`config.mk`:
```
export PLATFORM = sky130hd
export DESIGN_NAME = sequencer_fsm
export DESIGN_NICKNAME = d
export VERILOG_FILES = /design/src/rtl/sequencer_pkg.sv /design/src/rtl/seq_buffer.sv /design/src/rtl/sequencer_fsm.sv
export SDC_FILE = /design/constraint.sdc
export NUM_CORES = 1
export LEC_CHECK = 0
export ABC_AREA = 1
export BUFFER_PORTS_ARGS = -buffer_cell sky130_fd_sc_hd__buf_2
export CAP_MARGIN = 30
export CORE_MARGIN = 4
export CORE_UTILIZATION = 67
export CTS_CLUSTER_DIAMETER = 150
export DETAILED_ROUTE_END_ITERATION = 8
export PLACE_DENSITY = 0.83
export SETUP_SLACK_MARGIN = 0.15
export SLEW_MARGIN = 20
export SYNTH_ARGS = -nofsm -noshare
export SYNTH_HDL_FRONTEND = slang
export SYNTH_SLANG_ARGS = --single-unit
```
`constraint.sdc`:
```
create_clock -name clk -period 5 [get_ports clk]
set_input_delay 1.25 -clock clk [delete_from_list [all_inputs] [get_ports clk]]
set_output_delay 1.25 -clock clk [all_outputs]
set_load 0.05 [all_outputs]
```
`src/rtl/sequencer_pkg.sv`:
```
// Shared types and command bytes for the record/replay sequencer.
package sequencer_pkg;

  typedef logic [7:0] byte_t;

  typedef enum logic [1:0] {
    ST_IDLE   = 2'd0,
    ST_RECORD = 2'd1,
    ST_REPLAY = 2'd2
  } state_t;

  localparam byte_t CMD_STOP   = 8'h30;
  localparam byte_t CMD_RECORD = 8'h31;
  localparam byte_t CMD_REPLAY = 8'h32;

endpackage

```
`src/rtl/seq_buffer.sv`:
```
// DEPTH x 8 record buffer: synchronous append-only write, combinational read.
// Writes past DEPTH are dropped; the fill length is exported to the FSM.
module seq_buffer
  import sequencer_pkg::*;
#(
  parameter int DEPTH = 16
) (
  input  logic                     clk,
  input  logic                     rst,
  input  logic                     i_clr,
  input  logic                     i_wr_en,
  input  byte_t                    i_wr_data,
  input  logic [$clog2(DEPTH)-1:0] i_rd_addr,
  output byte_t                    o_rd_data,
  output logic [$clog2(DEPTH):0]   o_length
);

  localparam int AW = $clog2(DEPTH);
  localparam int LW = AW + 1;

  byte_t          r_mem [DEPTH];
  logic [LW-1:0]  r_length;
  logic           w_full;
  logic           w_write;

  assign w_full  = (r_length == LW'(DEPTH));
  assign w_write = i_wr_en && !w_full;

  always_ff @(posedge clk) begin
    if (rst) begin
      r_length <= '0;
    end else if (i_clr) begin
      r_length <= '0;
    end else if (w_write) begin
      r_length <= r_length + LW'(1);
    end
  end

  // Contents carry no reset; nothing at or beyond r_length is ever read.
  always_ff @(posedge clk) begin
    if (w_write) begin
      r_mem[r_length[AW-1:0]] <= i_wr_data;
    end
  end

  assign o_rd_data = r_mem[i_rd_addr];
  assign o_length  = r_length;

endmodule

```
`src/rtl/sequencer_fsm.sv`:
```
// Byte-command record/replay sequencer: IDLE/RECORD/REPLAY FSM with registered outputs.
// Define SEQUENCER_LOOP_EN to loop replay passes until a stop byte; otherwise one pass.
module sequencer_fsm
  import sequencer_pkg::*;
#(
  parameter int DEPTH       = 16,
  parameter int STEP_CYCLES = 4
) (
  input  logic       clk,
  input  logic       rst,
  input  logic       ready,
  input  logic [7:0] data,
  output logic       replay_start,
  output logic       replay_en,
  output logic       record_en,
  output logic [7:0] replay_data,
  output logic       replay_valid
);

  localparam int AW = $clog2(DEPTH);
  localparam int LW = AW + 1;
  localparam int SW = (STEP_CYCLES > 1) ? $clog2(STEP_CYCLES) : 1;
  localparam logic [SW-1:0] STEP_LAST = SW'(STEP_CYCLES - 1);

  state_t         r_state;
  logic [LW-1:0]  r_rd_idx;
  logic [SW-1:0]  r_step;

  logic           w_clr;
  logic           w_wr_en;
  logic [AW-1:0]  w_rd_addr;
  byte_t          w_rd_data;
  logic [LW-1:0]  w_length;
  logic           w_stop;

  assign w_stop  = ready && (data == CMD_STOP);
  assign w_clr   = (r_state == ST_IDLE) && ready && (data == CMD_RECORD);
  assign w_wr_en = (r_state == ST_RECORD) && ready && (data != CMD_STOP);

  // Past the end of a pass the address falls back to 0 so a wrap reads buffer[0].
  assign w_rd_addr = ((r_state == ST_REPLAY) && (r_rd_idx < w_length)) ?
                     r_rd_idx[AW-1:0] : '0;

  seq_buffer #(
    .DEPTH (DEPTH)
  ) u_buf (
    .clk       (clk),
    .rst       (rst),
    .i_clr     (w_clr),
    .i_wr_en   (w_wr_en),
    .i_wr_data (data),
    .i_rd_addr (w_rd_addr),
    .o_rd_data (w_rd_data),
    .o_length  (w_length)
  );

  always_ff @(posedge clk) begin
    if (rst) begin
      r_state      <= ST_IDLE;
      r_rd_idx     <= '0;
      r_step       <= '0;
      replay_start <= 1'b0;
      replay_en    <= 1'b0;
      record_en    <= 1'b0;
      replay_data  <= 8'h00;
      replay_valid <= 1'b0;
    end else begin
      replay_start <= 1'b0;
      replay_valid <= 1'b0;
      case (r_state)
        ST_IDLE: begin
          if (ready && (data == CMD_RECORD)) begin
            r_state   <= ST_RECORD;
            record_en <= 1'b1;
          end else if (ready && (data == CMD_REPLAY)) begin
            r_state      <= ST_REPLAY;
            replay_en    <= 1'b1;
            replay_start <= 1'b1;
            r_step       <= '0;
            if (w_length != '0) begin
              replay_valid <= 1'b1;
              replay_data  <= w_rd_data;
              r_rd_idx     <= LW'(1);
            end else begin
              r_rd_idx <= '0;
            end
          end
        end
        ST_RECORD: begin
          if (w_stop) begin
            r_state   <= ST_IDLE;
            record_en <= 1'b0;
          end
        end
        ST_REPLAY: begin
          if (w_stop) begin
            r_state   <= ST_IDLE;
            replay_en <= 1'b0;
            r_rd_idx  <= '0;
            r_step    <= '0;
          end else if (r_step == STEP_LAST) begin
            r_step <= '0;
            if (r_rd_idx < w_length) begin
              replay_valid <= 1'b1;
              replay_data  <= w_rd_data;
              r_rd_idx     <= r_rd_idx + LW'(1);
            end else begin
`ifdef SEQUENCER_LOOP_EN
              replay_start <= 1'b1;
              if (w_length != '0) begin
                replay_valid <= 1'b1;
                replay_data  <= w_rd_data;
                r_rd_idx     <= LW'(1);
              end else begin
                r_rd_idx <= '0;
              end
`else
              r_state   <= ST_IDLE;
              replay_en <= 1'b0;
              r_rd_idx  <= '0;
`endif
            end
          end else begin
            r_step <= r_step + SW'(1);
          end
        end
        default: begin
          r_state   <= ST_IDLE;
          replay_en <= 1'b0;
          record_en <= 1'b0;
        end
      endcase
    end
  end

endmodule

```
* Yosys cells after proc, flatten, opt, wreduce, memory -nomap -nowiden
Memory sizes are Yosys's and may differ from the RTL's.
Cells that the tools add are included.
** Storage, ports and cells
- Register bits :: 26
- Bits in writable memories :: 128
- Output and inout port bits :: 12
- Word-level logic and storage cells :: 103
- Memories kept :: 1
** Memory list
- u_buf.r_mem :: words 16, width 8, read ports 1, clocked after memory_dff 0, wr ports 1, RTL line seq_buffer.sv:21 : byte_t r_mem [DEPTH];
** Operators by class
- Add/sub/neg operators :: 3
- Order comparisons :: 1
- Equal/unequal tests :: 19
- Muxes and demuxes :: 46
- Bitwise operators :: 3
- Reductions and logical operators :: 21
** Operators with widths (count)
- $mux 8 :: 6
- $mux 5 :: 5
- $eq 8x6->1 const B :: 3
- $mux 2 :: 10
- $mux 1 :: 17
- $pmux 8 s2 :: 1
- $add 5x1->5 const B :: 2
- $ne 2x1->1 const B :: 5
- $pmux 5 s2 :: 1
- $logic_and 1x1->1 :: 9
- $ne 8x6->1 const B :: 1
- $reduce_and 4->1 :: 2
- $reduce_and 7->1 :: 1
- $ne 2x2->1 const B :: 3
- $pmux 1 s3 :: 2
- $pmux 2 s3 :: 1
- $reduce_and 3->1 :: 2
- $eq 5x5->1 const B :: 1
- $lt 5x5->1 :: 1
- $reduce_and 5->1 :: 1
- $reduce_bool 5->1 :: 1
- $eq 2x2->1 const B :: 2
- $mux 4 :: 1
- $pmux 2 s2 :: 1
- 12 further kinds :: 14

* Depth between registers and ports, before layout
An unclocked memory read counts as a cell.
- Depth after elaboration :: 8
- Depth in mapped cells :: 16
- Mapped depth without buffers :: 15

* Hierarchy
From an unflattened synthesis, not the netlist that was laid out.
** Second synthesis, totals
- Cells, all modules :: 818
- Area total of the unflattened synthesis :: 7314.5 um^2
** Modules (own cells, without submodules)
- seq_buffer :: times used 1, cells each 603, area an instance 5938.2 um^2
- sequencer_fsm :: times used 1, cells each 215, area an instance 1376.3 um^2

* Worst setup path before layout
Ideal clock, no wire load.
- Kind :: input -> register
- From :: input port data[7]
- To :: memory u_buf.r_mem[3][0] (netlist bit) (enable)
- Library setup time :: 0.370 ns
- Arrival :: 2.327 ns
- Slack :: 2.303 ns
- Stages on the path :: 8
- Buffers on the path :: 0
- Path through :: nor2_1 > nand3_1 > inv_1 > nand4_1 > nand3_1 > inv_1 > nand3_1 > nor2_1
** Between the ends
- Cells in the longest elaborated chain, start to end :: 5
** RTL lines
- start, declared :: RTL line sequencer_fsm.sv:12 : input logic [7:0] data,
- $ne 8x6->1 :: RTL line sequencer_fsm.sv:38 : assign w_wr_en = (r_state == ST_RECORD) && ready && (data != CMD_STOP);
- $logic_and 1x1->1 :: RTL line sequencer_fsm.sv:38
- $logic_and 1x1->1 :: RTL line seq_buffer.sv:27 : assign w_write = i_wr_en && !w_full;
- $mux 1 :: RTL line seq_buffer.sv:41 : if (w_write) begin
- $mux 1 (not written as such) :: RTL line seq_buffer.sv:42 : r_mem[r_length[AW-1:0]] <= i_wr_data;
- end, declared :: RTL line seq_buffer.sv:21
Every way passes these cells.

* Worst setup path in the final report
- From :: register u_buf.r_length[2], in the netlist u_buf.o_length[2]
- To :: register replay_data[4]
** Between the ends
- Cells in the longest elaborated chain, start to end :: 8
** RTL lines
- start, declared :: RTL line seq_buffer.sv:22 : logic [LW-1:0] r_length;
- start signal, assigned :: RTL line seq_buffer.sv:35 : r_length <= r_length + LW'(1);
- $lt 5x5->1 :: RTL line sequencer_fsm.sv:41, sequencer_fsm.sv:103
- $logic_and 1x1->1 :: RTL line sequencer_fsm.sv:41 : assign w_rd_addr = ((r_state == ST_REPLAY) && (r_rd_idx < w_length)) ?
- $mux 4 :: RTL line sequencer_fsm.sv:41
- $mem_v2 16x8
- $mux 8, on equally long branches :: RTL line sequencer_fsm.sv:103, sequencer_fsm.sv:80
- $mux 8, on equally long branches :: RTL line sequencer_fsm.sv:101, sequencer_fsm.sv:75
- $mux 8, on equally long branches :: RTL line sequencer_fsm.sv:96, sequencer_fsm.sv:72
- $pmux 8 s2 :: RTL line sequencer_fsm.sv:70 : case (r_state)
- end signal, assigned :: RTL line sequencer_fsm.sv:82 : replay_data <= w_rd_data;
- end signal, assigned :: RTL line sequencer_fsm.sv:105 : replay_data <= w_rd_data;
- end, declared :: RTL line sequencer_fsm.sv:16 : output logic [7:0] replay_data,
Several ways; a longest one is shown, not always the timed one. The select of a mux whose other input is x is not followed.
A chain may end at the register's enable or synchronous reset.

==> results.yml <==
setup_path:
  cpPeakStageDelay_ns: 0.82
  cpMaxStageDelayCell: "nand3_2"
  critPathLaunchType: "flop"
  critPathRequiredTime_ns: 5.44
  rr_worst_depth: 14
  reg2reg_from: "u_buf.o_length[2]$_SDFFE_PP0P_"
  arrival_ns: 4.00
  ff2ff_setup_slack_ns: 1.44
  worstReg2RegEnd: "replay_data[4]$_SDFFE_PP0P_"
  worstPathMaxFanout: 41
  path_cells: "inv_1 > ha_1 > nand2_1 > nand2_1 > nand2_1 > nand2_1 > nor2_4 > nand3_2 > nand3_1 > nand3_1 > nand3_1 > nand3_1 > nand2_1 > inv_1"
  crit_type: "flop to flop"
  crit_top_cell: "nand2_1"
  crit_path_end_kind: "flop"
detailed_routing:
  finalWirelength_mm: 16.9
  wl_per_cell_microns: 18.0
  drcViolationCount: 0
  drt_iter0_markers: 784
  avgViaCountPerCell: 5.71
  vias: 5344
  drtAntennaViolNets: 0
  first_pass_iters: 7
yosys:
  synth_top_family_by_area: "simple AND/OR/NAND/NOR gates"
  synth-compound-area-share: 0.0227
  yosys.area_share.simple: 0.246
  synthesis.area_sq_um: 7160
  synth_ff_type: "edfxtp_1"
  yosys.area.top_type_share: 0.537
  synth_fa_ha_area_frac: 0.0175
  postSynth.asyncResetShare: 0
  syn_inst: 769
  ys_ff_latch: 154
  synth_commonest_cells: "nand2_1, inv_1, edfxtp_1"
  post-synth-top-count-cell: "nand2_1"
  synth_mux_area_frac: 0
  postSynthNetCount: 790
  synth_area_per_cell_sq_um: 9.31
  synth-edff-count: 128
  ys_warn_count: 0
  yosysSeqAreaShare: 0.609
  post_synth_num_cell_types: 30
  synthTopCellsByArea: "edfxtp_1, nand2_1, inv_1, dfxtp_1, nand3_1"
  synth_xor_area_frac: 0.00367
  yosys.area.top_type: "edfxtp_1"
place:
  placed_cells: 903
  globalplace.congestion: 1.01
  io_buffers: 22
  hpwl_mm: 10.8
sta:
  rsz0062_at_grt: "false"
  min_period_ns: 3.56
  tns_ns: 0
  hold_viol: 0
  relSlewSlack: 0.359
  max_slew.worst_pin.slew_ns: 0.957
  post-route-period-util: 0.713
  maxSlewViolCount: 0
  skew_ns: 0.0103
  fmax_ghz: 0.281
  setup_violations: 0
hold_path:
  hold_class: "flop to flop"
  whs_path_depth: 2
  holdPathEnd: "r_step[1]$_SDFFE_PP0P_"
  worstHoldStart: "r_step[1]$_SDFFE_PP0P_"
clock_tree:
  post_cts_buffers: 0
  clock_sinks: 154
  cts.repair.resized: 0
  h-tree-depth: 4
  clk_pin_slew_ns: 0.06
  cts_made_buffers: 17
  hold_buffers: 0
  cts_buffer_depth: 2
  cts_tree: "built"
  clk-insertion-delay-late_ns: 0.54
  ctsRootBufferMaster: "clkbuf_8"
floorplanning:
  num_io_pins: 23
  core_area_sq_um: 10400
  start_util: 0.691
  die_x_microns: 111
  die_area_sq_um: 12400
  die_h_microns: 111
  rows: 37
cells_and_area:
  fillCellCount: 666
  syn_to_final_growth_pct: 10.8
  n_antenna_cell: 0
  drive_above_1_share: 0.0988
  nets: 808
  instances_no_fill: 936
run_status:
  outcome: "complete, no violations"
global_route:
  antenna_found_initial: 0
  grt_max_degree: 54
  grt_usage: 0.284
  grt-ovfl-total: 0
  grt_pass1_wl_mm: 27.0
  grt_pass1_vias: 5097
flow_run:
  cap_viol_max_count: 0
power_and_ir_drop:
  clock_power_share: 0.463
  p_sw_mw: 0.584
  power.leakage_nw: 3.38
  p_int_mw: 2.20
  p_comb_frac: 0.036
  power.share.switching: 0.210
  p_per_area_nw_per_um2: 350
  power_frac_seq: 0.501
  irDropWorstVdd_uv: 292
[cell families after synthesis]
logic type               count (synthesis)
AO/OA/AOI/OAI                           30
XOR/XNOR                                 3
adder cells (fa/ha/maj)                 10
buffers and inverters                  175
flip-flops                             154
AND/OR/NAND/NOR                        397
[through the flow]
step | area (sq um) | power [mW] | setup slack, ns | utilization | hold slack (ns)
2_1_floorplan | 7160 | 1.48 | 2.30 | - | 0.445
3_3_place_gp | 7300 | 1.52 | 1.60 | 0.704 | 0.451
3_5_place_dp | 7320 | 1.52 | 1.47 | 0.706 | 0.463
4_1_cts | 7920 | 2.78 | 1.55 | 0.764 | 0.477
5_1_grt | 7940 | 2.86 | 1.10 | 0.765 | 0.510
6_report | 7940 | 2.78 | 1.44 | 0.765 | 0.481
[state kept, by name (all words and copies together), names as in the netlist]
name / cells
r_rd_idx: 5
r_state: 2
r_step: 2
record_en: 1
replay_data: 8
replay_en: 1
replay_start: 1
replay_valid: 1
u_buf.o_length: 5
u_buf.r_mem: 128
[how the worst max path moves through the flow]
stage	startpoint	endpoint
2_1_floorplan	data[7]	u_buf.r_mem[3][0]$_DFFE_PP_
3_3_place_gp	data[3]	u_buf.r_mem[2][4]$_DFFE_PP_
3_5_place_dp	data[3]	u_buf.r_mem[3][0]$_DFFE_PP_
4_1_cts	u_buf.o_length[3]$_SDFFE_PP0P_	replay_data[7]$_SDFFE_PP0P_
5_1_grt	u_buf.o_length[2]$_SDFFE_PP0P_	replay_data[7]$_SDFFE_PP0P_
6_report	u_buf.o_length[2]$_SDFFE_PP0P_	replay_data[4]$_SDFFE_PP0P_
[per-layer routing]
layer | wire length (microns) | track usage | vias up
li1 | - | - | 2519
met1 | 6700 | 0.384 | 2456
met2 | 7900 | 0.450 | 316
met3 | 1800 | 0.0761 | 53
met4 | 457 | 0.0989 | 0
met5 | 0 | 0 | -
[power by group through the flow]
stage          clock, mW  sequential (mW)  combinational (mW)
3_3_place_gp           0             1.42              0.0957
6_report            1.29             1.39              0.0998
5_1_grt             1.36             1.39               0.110
4_1_cts             1.29             1.39              0.0991
3_5_place_dp           0             1.42              0.0984
2_1_floorplan          0             1.43              0.0566
[cell type report]
cell class                      instances  area (sq um)  share of cell area
Sequential cell                       154          4360               0.550
Multi-Input combinational cell        440          2080               0.262
Inverter                              146           549              0.0692
Clock buffer                           23           489              0.0616
Timing Repair Buffer                   28           174              0.0219
Tap cell                              136           170              0.0214
Clock inverter                          9           110              0.0139
[critical path, delay by kind of cell (launching register included)]
kind                     cells  cell delay (ns)
flip-flops                   1             0.43
AND/OR/NAND/NOR             11             2.54
adder cells (fa/ha/maj)      1             0.33
buffers and inverters        2             0.16
[cell usage in the layout (no fill, tap or decap), types with 2 or more instances in the layout]
cell	synthesis	layout
buf_4	3	3
edfxtp_1	128	128
clkbuf_1	11	3
buf_8	0	2
o21a_1	3	3
clkbuf_16	0	18
inv_1	140	140
nor3_1	6	6
clkinvlp_4	0	3
nand3_1	104	104
inv_2	5	5
nor2_4	3	3
buf_2	10	22
clkbuf_8	0	2
a21oi_1	13	13
ha_1	10	10
nor2_1	98	98
nand2_2	2	2
nor2_2	4	4
nand2_1	152	152
nand4_1	19	19
bufinv_16	0	2
o21ai_0	12	12
dfxtp_1	26	26
xor2_1	2	2
clkinv_2	1	3
nand3_2	5	5
Power figures use the tool's default switching activity.
